**config.mk**
```make
export PLATFORM = sky130hd
export DESIGN_NAME = btn_conditioner
export DESIGN_NICKNAME = d
export VERILOG_FILES = /design/src/rtl/btn_pkg.sv /design/src/rtl/sync_2ff.sv /design/src/rtl/btn_conditioner.sv
export SDC_FILE = /design/constraint.sdc
export NUM_CORES = 1
export LEC_CHECK = 0
export BUFFER_PORTS_ARGS = -buffer_cell sky130_fd_sc_hd__buf_2
export CAP_MARGIN = 20
export CORE_ASPECT_RATIO = 1.25
export CORE_MARGIN = 5
export CORE_UTILIZATION = 35
export CTS_BUF_LIST = sky130_fd_sc_hd__clkbuf_16
export DETAILED_ROUTE_END_ITERATION = 10
export PLACE_DENSITY = 0.57
export REMOVE_ABC_BUFFERS = 1
export SLEW_MARGIN = 20
export SYNTH_ARGS = -nofsm -noshare
export SYNTH_HDL_FRONTEND = slang
export SYNTH_SLANG_ARGS = --single-unit
```
**constraint.sdc**
```tcl
create_clock -name clk -period 2.6 [get_ports clk]
set_input_delay 0.39 -clock clk [delete_from_list [all_inputs] [get_ports clk]]
set_output_delay 0.39 -clock clk [all_outputs]
set_load 0.01 [all_outputs]
```
**src/rtl/btn_pkg.sv**
```systemverilog
// Shared button-conditioner definitions: FSM state encoding reused by
// other button/LED blocks for state_dbg decoding, plus counter sizing.
package btn_pkg;

  localparam int STATE_W = 3;

  typedef enum logic [STATE_W-1:0] {
    ST_IDLE       = 3'd0,
    ST_DB_PRESS   = 3'd1,
    ST_HELD       = 3'd2,
    ST_REPEAT     = 3'd3,
    ST_DB_RELEASE = 3'd4
  } btn_state_e;

  // Counter width for a terminal count of n cycles, never below 1 bit.
  function automatic int cnt_width(input int n);
    return (n > 2) ? $clog2(n) : 1;
  endfunction

endpackage

```
**src/rtl/sync_2ff.sv**
```systemverilog
// Two-flop synchroniser for one asynchronous input bit; resets to 0.
module sync_2ff (
  input  logic clk,
  input  logic rst_n,
  input  logic d,
  output logic q
);

  logic meta_q;
  logic sync_q;

  // Metastability filter chain.
  always_ff @(posedge clk or negedge rst_n) begin
    if (!rst_n) begin
      meta_q <= 1'b0;
      sync_q <= 1'b0;
    end else begin
      meta_q <= d;
      sync_q <= meta_q;
    end
  end

  assign q = sync_q;

endmodule

```
**src/rtl/btn_conditioner.sv**
```systemverilog
// Push-button conditioner: synchronise, debounce, and emit one-cycle
// press / release / long-press / auto-repeat pulses plus a stable level.
module btn_conditioner
  import btn_pkg::*;
#(
  parameter int DEBOUNCE_CYCLES = 1_250_000,
  parameter int LONG_CYCLES     = 125_000_000,
  parameter int REPEAT_CYCLES   = 25_000_000
) (
  input  logic               clk,
  input  logic               rst_n,
  input  logic               btn_raw,
  output logic               btn_level,
  output logic               press_pulse,
  output logic               release_pulse,
  output logic               long_pulse,
  output logic               repeat_pulse,
  output logic [STATE_W-1:0] state_dbg
);

  localparam int DB_W   = cnt_width(DEBOUNCE_CYCLES);
  localparam int HOLD_W = cnt_width(LONG_CYCLES);
  localparam int REP_W  = cnt_width(REPEAT_CYCLES);

  // The sample that leaves IDLE/HELD/REPEAT counts towards the debounce
  // window, so the debounce counter terminates one step earlier.
  localparam logic [DB_W-1:0]   DB_LAST   = DB_W'(DEBOUNCE_CYCLES - 2);
  localparam logic [HOLD_W-1:0] HOLD_LAST = HOLD_W'(LONG_CYCLES - 1);
  localparam logic [REP_W-1:0]  REP_LAST  = REP_W'(REPEAT_CYCLES - 1);

  if (DEBOUNCE_CYCLES < 2 || LONG_CYCLES < 2 || REPEAT_CYCLES < 2) begin : g_param_err
    $error("btn_conditioner: cycle parameters must all be >= 2");
  end

  logic              btn_s;
  btn_state_e        state_q, state_d;
  logic [DB_W-1:0]   db_cnt_q, db_cnt_d;
  logic [HOLD_W-1:0] hold_cnt_q, hold_cnt_d;
  logic [REP_W-1:0]  rep_cnt_q, rep_cnt_d;
  logic              ret_rep_q, ret_rep_d;
  logic              level_q, level_d;
  logic              press_q, press_d;
  logic              release_q, release_d;
  logic              long_q, long_d;
  logic              repeat_q, repeat_d;

  sync_2ff u_sync (
    .clk   (clk),
    .rst_n (rst_n),
    .d     (btn_raw),
    .q     (btn_s)
  );

  // State, counters and registered pulse outputs.
  always_ff @(posedge clk or negedge rst_n) begin
    if (!rst_n) begin
      state_q    <= ST_IDLE;
      db_cnt_q   <= '0;
      hold_cnt_q <= '0;
      rep_cnt_q  <= '0;
      ret_rep_q  <= 1'b0;
      level_q    <= 1'b0;
      press_q    <= 1'b0;
      release_q  <= 1'b0;
      long_q     <= 1'b0;
      repeat_q   <= 1'b0;
    end else begin
      state_q    <= state_d;
      db_cnt_q   <= db_cnt_d;
      hold_cnt_q <= hold_cnt_d;
      rep_cnt_q  <= rep_cnt_d;
      ret_rep_q  <= ret_rep_d;
      level_q    <= level_d;
      press_q    <= press_d;
      release_q  <= release_d;
      long_q     <= long_d;
      repeat_q   <= repeat_d;
    end
  end

  // Next-state and pulse decode.
  always_comb begin
    state_d    = state_q;
    db_cnt_d   = db_cnt_q;
    hold_cnt_d = hold_cnt_q;
    rep_cnt_d  = rep_cnt_q;
    ret_rep_d  = ret_rep_q;
    level_d    = level_q;
    press_d    = 1'b0;
    release_d  = 1'b0;
    long_d     = 1'b0;
    repeat_d   = 1'b0;
    case (state_q)
      ST_IDLE: begin
        if (btn_s) begin
          state_d  = ST_DB_PRESS;
          db_cnt_d = '0;
        end else begin
          state_d = ST_IDLE;
        end
      end
      ST_DB_PRESS: begin
        if (!btn_s) begin
          state_d = ST_IDLE;
        end else if (db_cnt_q == DB_LAST) begin
          state_d    = ST_HELD;
          press_d    = 1'b1;
          level_d    = 1'b1;
          hold_cnt_d = '0;
        end else begin
          db_cnt_d = db_cnt_q + DB_W'(1);
        end
      end
      ST_HELD: begin
        if (!btn_s) begin
          state_d   = ST_DB_RELEASE;
          db_cnt_d  = '0;
          ret_rep_d = 1'b0;
        end else if (hold_cnt_q == HOLD_LAST) begin
          state_d   = ST_REPEAT;
          long_d    = 1'b1;
          rep_cnt_d = '0;
        end else begin
          hold_cnt_d = hold_cnt_q + HOLD_W'(1);
        end
      end
      ST_REPEAT: begin
        if (!btn_s) begin
          state_d   = ST_DB_RELEASE;
          db_cnt_d  = '0;
          ret_rep_d = 1'b1;
        end else if (rep_cnt_q == REP_LAST) begin
          repeat_d  = 1'b1;
          rep_cnt_d = '0;
        end else begin
          rep_cnt_d = rep_cnt_q + REP_W'(1);
        end
      end
      ST_DB_RELEASE: begin
        if (btn_s) begin
          // Glitch rejected: the returning cycle counts, but a terminal
          // count is left for the next cycle so no pulse fires here.
          if (ret_rep_q) begin
            state_d = ST_REPEAT;
            if (rep_cnt_q != REP_LAST) begin
              rep_cnt_d = rep_cnt_q + REP_W'(1);
            end else begin
              rep_cnt_d = rep_cnt_q;
            end
          end else begin
            state_d = ST_HELD;
            if (hold_cnt_q != HOLD_LAST) begin
              hold_cnt_d = hold_cnt_q + HOLD_W'(1);
            end else begin
              hold_cnt_d = hold_cnt_q;
            end
          end
        end else if (db_cnt_q == DB_LAST) begin
          state_d   = ST_IDLE;
          release_d = 1'b1;
          level_d   = 1'b0;
        end else begin
          db_cnt_d = db_cnt_q + DB_W'(1);
        end
      end
      default: begin
        state_d = ST_IDLE;
        level_d = 1'b0;
      end
    endcase
  end

  assign btn_level     = level_q;
  assign press_pulse   = press_q;
  assign release_pulse = release_q;
  assign long_pulse    = long_q;
  assign repeat_pulse  = repeat_q;
  assign state_dbg     = state_q;

endmodule

```
==> reports/qor_table.md <==
| Item | This run |
| --- | --- |
| Total CTS buffers | 9 |
| Clock transition time at the flip-flop clock pins of the worst setup and hold paths | 0.06 ns |
| Layout fillers | 1326 |
| Simple-Gate Fraction of Synth Area | 0.297 |
| Initial cell density of the core | 0.355 |
| Initial antenna violation count | 0 |
| Number of buffers added to fix hold violations after cts | 0 |
| Post-Syn Instances | 520 |
| Final worst clock skew | 0.00665 ns |
| Area of all sequential standard cells | 2100 um^2 |
| Unrepaired setup endpoints after global routing | no |
| Synthesized-area fraction occupied by xor and xnor cells | 0.0634 |
| First-pass iteration count of the detailed router | 5 |
| Relative contribution of sequential cells to total power | 0.478 |
| Worst r2r path cells | 6 |
| Leading cell type by number of instances after synthesis | sky130_fd_sc_hd__dfrtp_1 |
| N_diodes | 0 |
| Final min period | 2.40 ns |
| Maxcap violations | 0 |
| Root Buffer | sky130_fd_sc_hd__clkbuf_16 |
| Largest fanout on the critical path | 5 |
| Final #Nets | 548 |
| Number of global-route vias before repair | 3849 |
| Detailed-route wire length per cell | 15.5 um |
| Pwr Density | 517 nW/um^2 |
| Asr flop ratio synth | 1.00 |
| Count of flip-flops with a built-in enable after synthesis | 0 |
| Placeable core area | 13200 um^2 |
| Internal power component | 0.00217 W |
| Final number of hold-violating endpoints | 0 |
| Sequential-to-total area share from yosys stat | 0.448 |
| Synthesis Warnings | 0 |
| Maximum count of clock buffers along a single path | 2 |
| Post-synthesis compound-gate area fraction | 0.138 |
| Die area | 15800 um^2 |
| TNS Setup | 0 ns |
| Global router's overall resource usage | 0.150 |
| Post-Syn Area | 4690 um^2 |
| Switching pwr | 0.000609 W |
| Required time of the critical path | 2.84 ns |
| Clock network latency to the later pin of the worst-skew pair | 0.35 ns |
| Ports placed on the boundary | 11 |
| Path type of the worst min-delay path | in2async |
| Total overflow reported by the global router | 0 |
| Top cell type's share of synthesized area | 0.448 |
| Setup-violating endpoint count in the final report | 0 |
| Violation count after the first detailed-route iteration | 303 |
| Critical Path Sink Type | flip-flop |
| CP Launch Type | flip-flop |
| Number of H-tree levels | 3 |
| Via count normalized by instance count | 5.49 |
| Endpoint arrival time on the critical path | 2.64 ns |
| Clock Sink Count | 84 |
| Clock network fraction of total power | 0.491 |
| Met2 routing resource usage after global routing | 0.237 |
| Post-synthesis mux area share | 0.00640 |
| Width of the die | 114 um |
| Pin count of the biggest net entering global routing | 46 |
| Share of layout cells above drive strength 1 | 0.125 |
| Remaining antenna violation count after routing | 0 |
| Most heavily used metal layer in global routing | met2 |
| CP Class | reg2reg |
| Switching share of total power | 0.219 |
| Met1 global-route usage | 0.196 |
| Average size of a mapped cell | 9.03 um^2 |
| Worst supply voltage drop on vdd | 0.000295 V |
| Final cell count without fillers | 717 |
| Vias post-DR | 3933 |
| Count of input and output buffers | 10 |
| Transition time of the tightest slew-check pin | 0.588 ns |
| Fmax | 417 MHz |
| Flip-flop cell with the highest count after synthesis | sky130_fd_sc_hd__dfrtp_1 |
| DRT Wirelength | 11100 um |
| Dominant combinational cell family by area after synthesis | simple AND/OR/NAND/NOR gates |
| Vert. Die Dim | 139 um |
| Detailed-placement wirelength estimate | 7670 um |
| Most frequent cells after synthesis | 84 x sky130_fd_sc_hd__dfrtp_1, 59 x sky130_fd_sc_hd__nor2_1, 50 x sky130_fd_sc_hd__nand2_1 |
| Count of different cell masters after synthesis | 62 |
| Seq cells post-synth | 84 |
| Library cell with the largest summed area after synthesis | sky130_fd_sc_hd__dfrtp_1 |
| # placed instances | 701 |
| Post-Synth Adder-Cell Area | 0.0107 |
| Outcome | complete, no violations |
| Largest cells by area after synthesis | sky130_fd_sc_hd__dfrtp_1 45%, sky130_fd_sc_hd__xor2_1 4.9%, sky130_fd_sc_hd__nor2_1 4.7%, sky130_fd_sc_hd__nand2_1 4.0%, sky130_fd_sc_hd__nand4_1 3.5% |
| Final estimated routing congestion in global placement | 0.817 |
| Portion of the clock cycle consumed by the worst path in the final layout | 0.922 |
| Logic gate share of total power | 0.031 |
| Final count of pins violating max slew | 0 |
| DRC violation count after routing | 0 |
| Routing usage on met3 | 0.0360 |
| Standard-cell row count | 47 |
| Wire length of the first global-routing pass | 19200 um |
| Clock tree from TritonCTS | done |
| Area growth syn-to-layout | 14.6% |
| Multi-input logic area | 2430 um^2 |
| Slew HR | 0.604 |
| Pleak | 2.31 nW |
[cell type report]
class / count / area share
sequential: 84 / 0.391
tap: 171 / 0.0398
clock inverter: 7 / 0.0154
inverter: 16 / 0.0112
multi-input combinational: 397 / 0.452
clock buffer: 9 / 0.0419
timing repair buffer: 33 / 0.0488
[cells by family (layout without fill, tap and decap cells)]
logic type      after synthesis  after routing
simple gates                262            262
compound gates               94             94
flops                        84             84
buf+inv                      39             65
xor+xnor                     34             34
fa+ha+maj                     4              4
mux                           3              3
[layer usage]
metal / share of wire / wire length (um)
met1: 0.45 / 5050
met2: 0.48 / 5390
met3: 0.038 / 419
met4: 0.023 / 258
met5: 0 / 0
[cell usage in the layout, fill, tap and decap left out, drive strengths merged, types with 5 or more instances in the layout]
cell type and n:
dfrtp 84, nor2 59, nand2 50, buf 33, nand3 29, nand4 26, xor2 26, o21ai 25
and3 21, a21oi 21, nor3 21, inv 17, a31oi 12, clkbuf 9, xnor2 8, nor4 8
a211o 7, and2 6, or3 6, or2 6, or4 6, a221o 5, o21a 5
[repair_timing]
action	CTS	global route
gates resized for setup	0	3
setup endpoints to repair	0	13
setup buffers	0	0
[flip-flops by register name (all words and copies together) (netlist names)]
| register | count |
|---|---|
| hold_cnt_q | 27 |
| state_dbg | 3 |
| press_pulse | 1 |
| release_pulse | 1 |
| rep_cnt_q | 25 |
| u_sync.q | 1 |
| u_sync.meta_q | 1 |
| long_pulse | 1 |
| btn_level | 1 |
| repeat_pulse | 1 |
| db_cnt_q | 21 |
| ret_rep_q | 1 |
[power by group through the flow]
stage          combinational (W)  clock [W]  sequential [W]
2_1_floorplan          0.0000348          0         0.00135
3_3_place_gp           0.0000893          0         0.00135
3_5_place_dp           0.0000899          0         0.00135
4_1_cts                0.0000902    0.00138         0.00133
5_1_grt                 0.000101    0.00146         0.00133
6_report               0.0000871    0.00137         0.00133
[metrics by stage]
| step | cell area [um^2] | hold WS (ns) | util | setup WS [ns] | power [W] |
|---|---|---|---|---|---|
| after floorplan | 4590 | 0.0944 | - | -0.0864 | 0.00139 |
| after global placement | 5060 | 0.335 | 0.383 | 0.211 | 0.00144 |
| after detailed placement | 5060 | 0.342 | 0.383 | 0.138 | 0.00144 |
| after CTS | 5370 | 0.0697 | 0.406 | 0.130 | 0.00280 |
| after global routing | 5380 | 0.0962 | 0.407 | 0.0428 | 0.00289 |
| final | 5380 | 0.0453 | 0.407 | 0.202 | 0.00278 |
[path summary, 6_finish.rpt]
path	to	from	slack [ns]
min in group clk	u_sync.meta_q	btn_raw	0.14
worst max register to register	rep_cnt_q[2]	rep_cnt_q[0]	0.20
max in group asynchronous	state_dbg[2]	rst_n	1.97
worst max-delay path	rep_cnt_q[2]	rep_cnt_q[0]	0.20
worst min-delay path	db_cnt_q[16]	rst_n	0.05
worst min register to register	u_sync.q	u_sync.meta_q	0.35
[worst max-delay path, cell delays in order (launching register included)]
cell and delay (ns):
sky130_fd_sc_hd__dfrtp_1 0.38, sky130_fd_sc_hd__ha_1 0.22, sky130_fd_sc_hd__nand3_1 0.12, sky130_fd_sc_hd__or2_2 0.33
sky130_fd_sc_hd__nor4_1 0.49, sky130_fd_sc_hd__o21ai_0 0.35, sky130_fd_sc_hd__a221o_1 0.40
No activity file was read; power rests on OpenSTA's default activity.
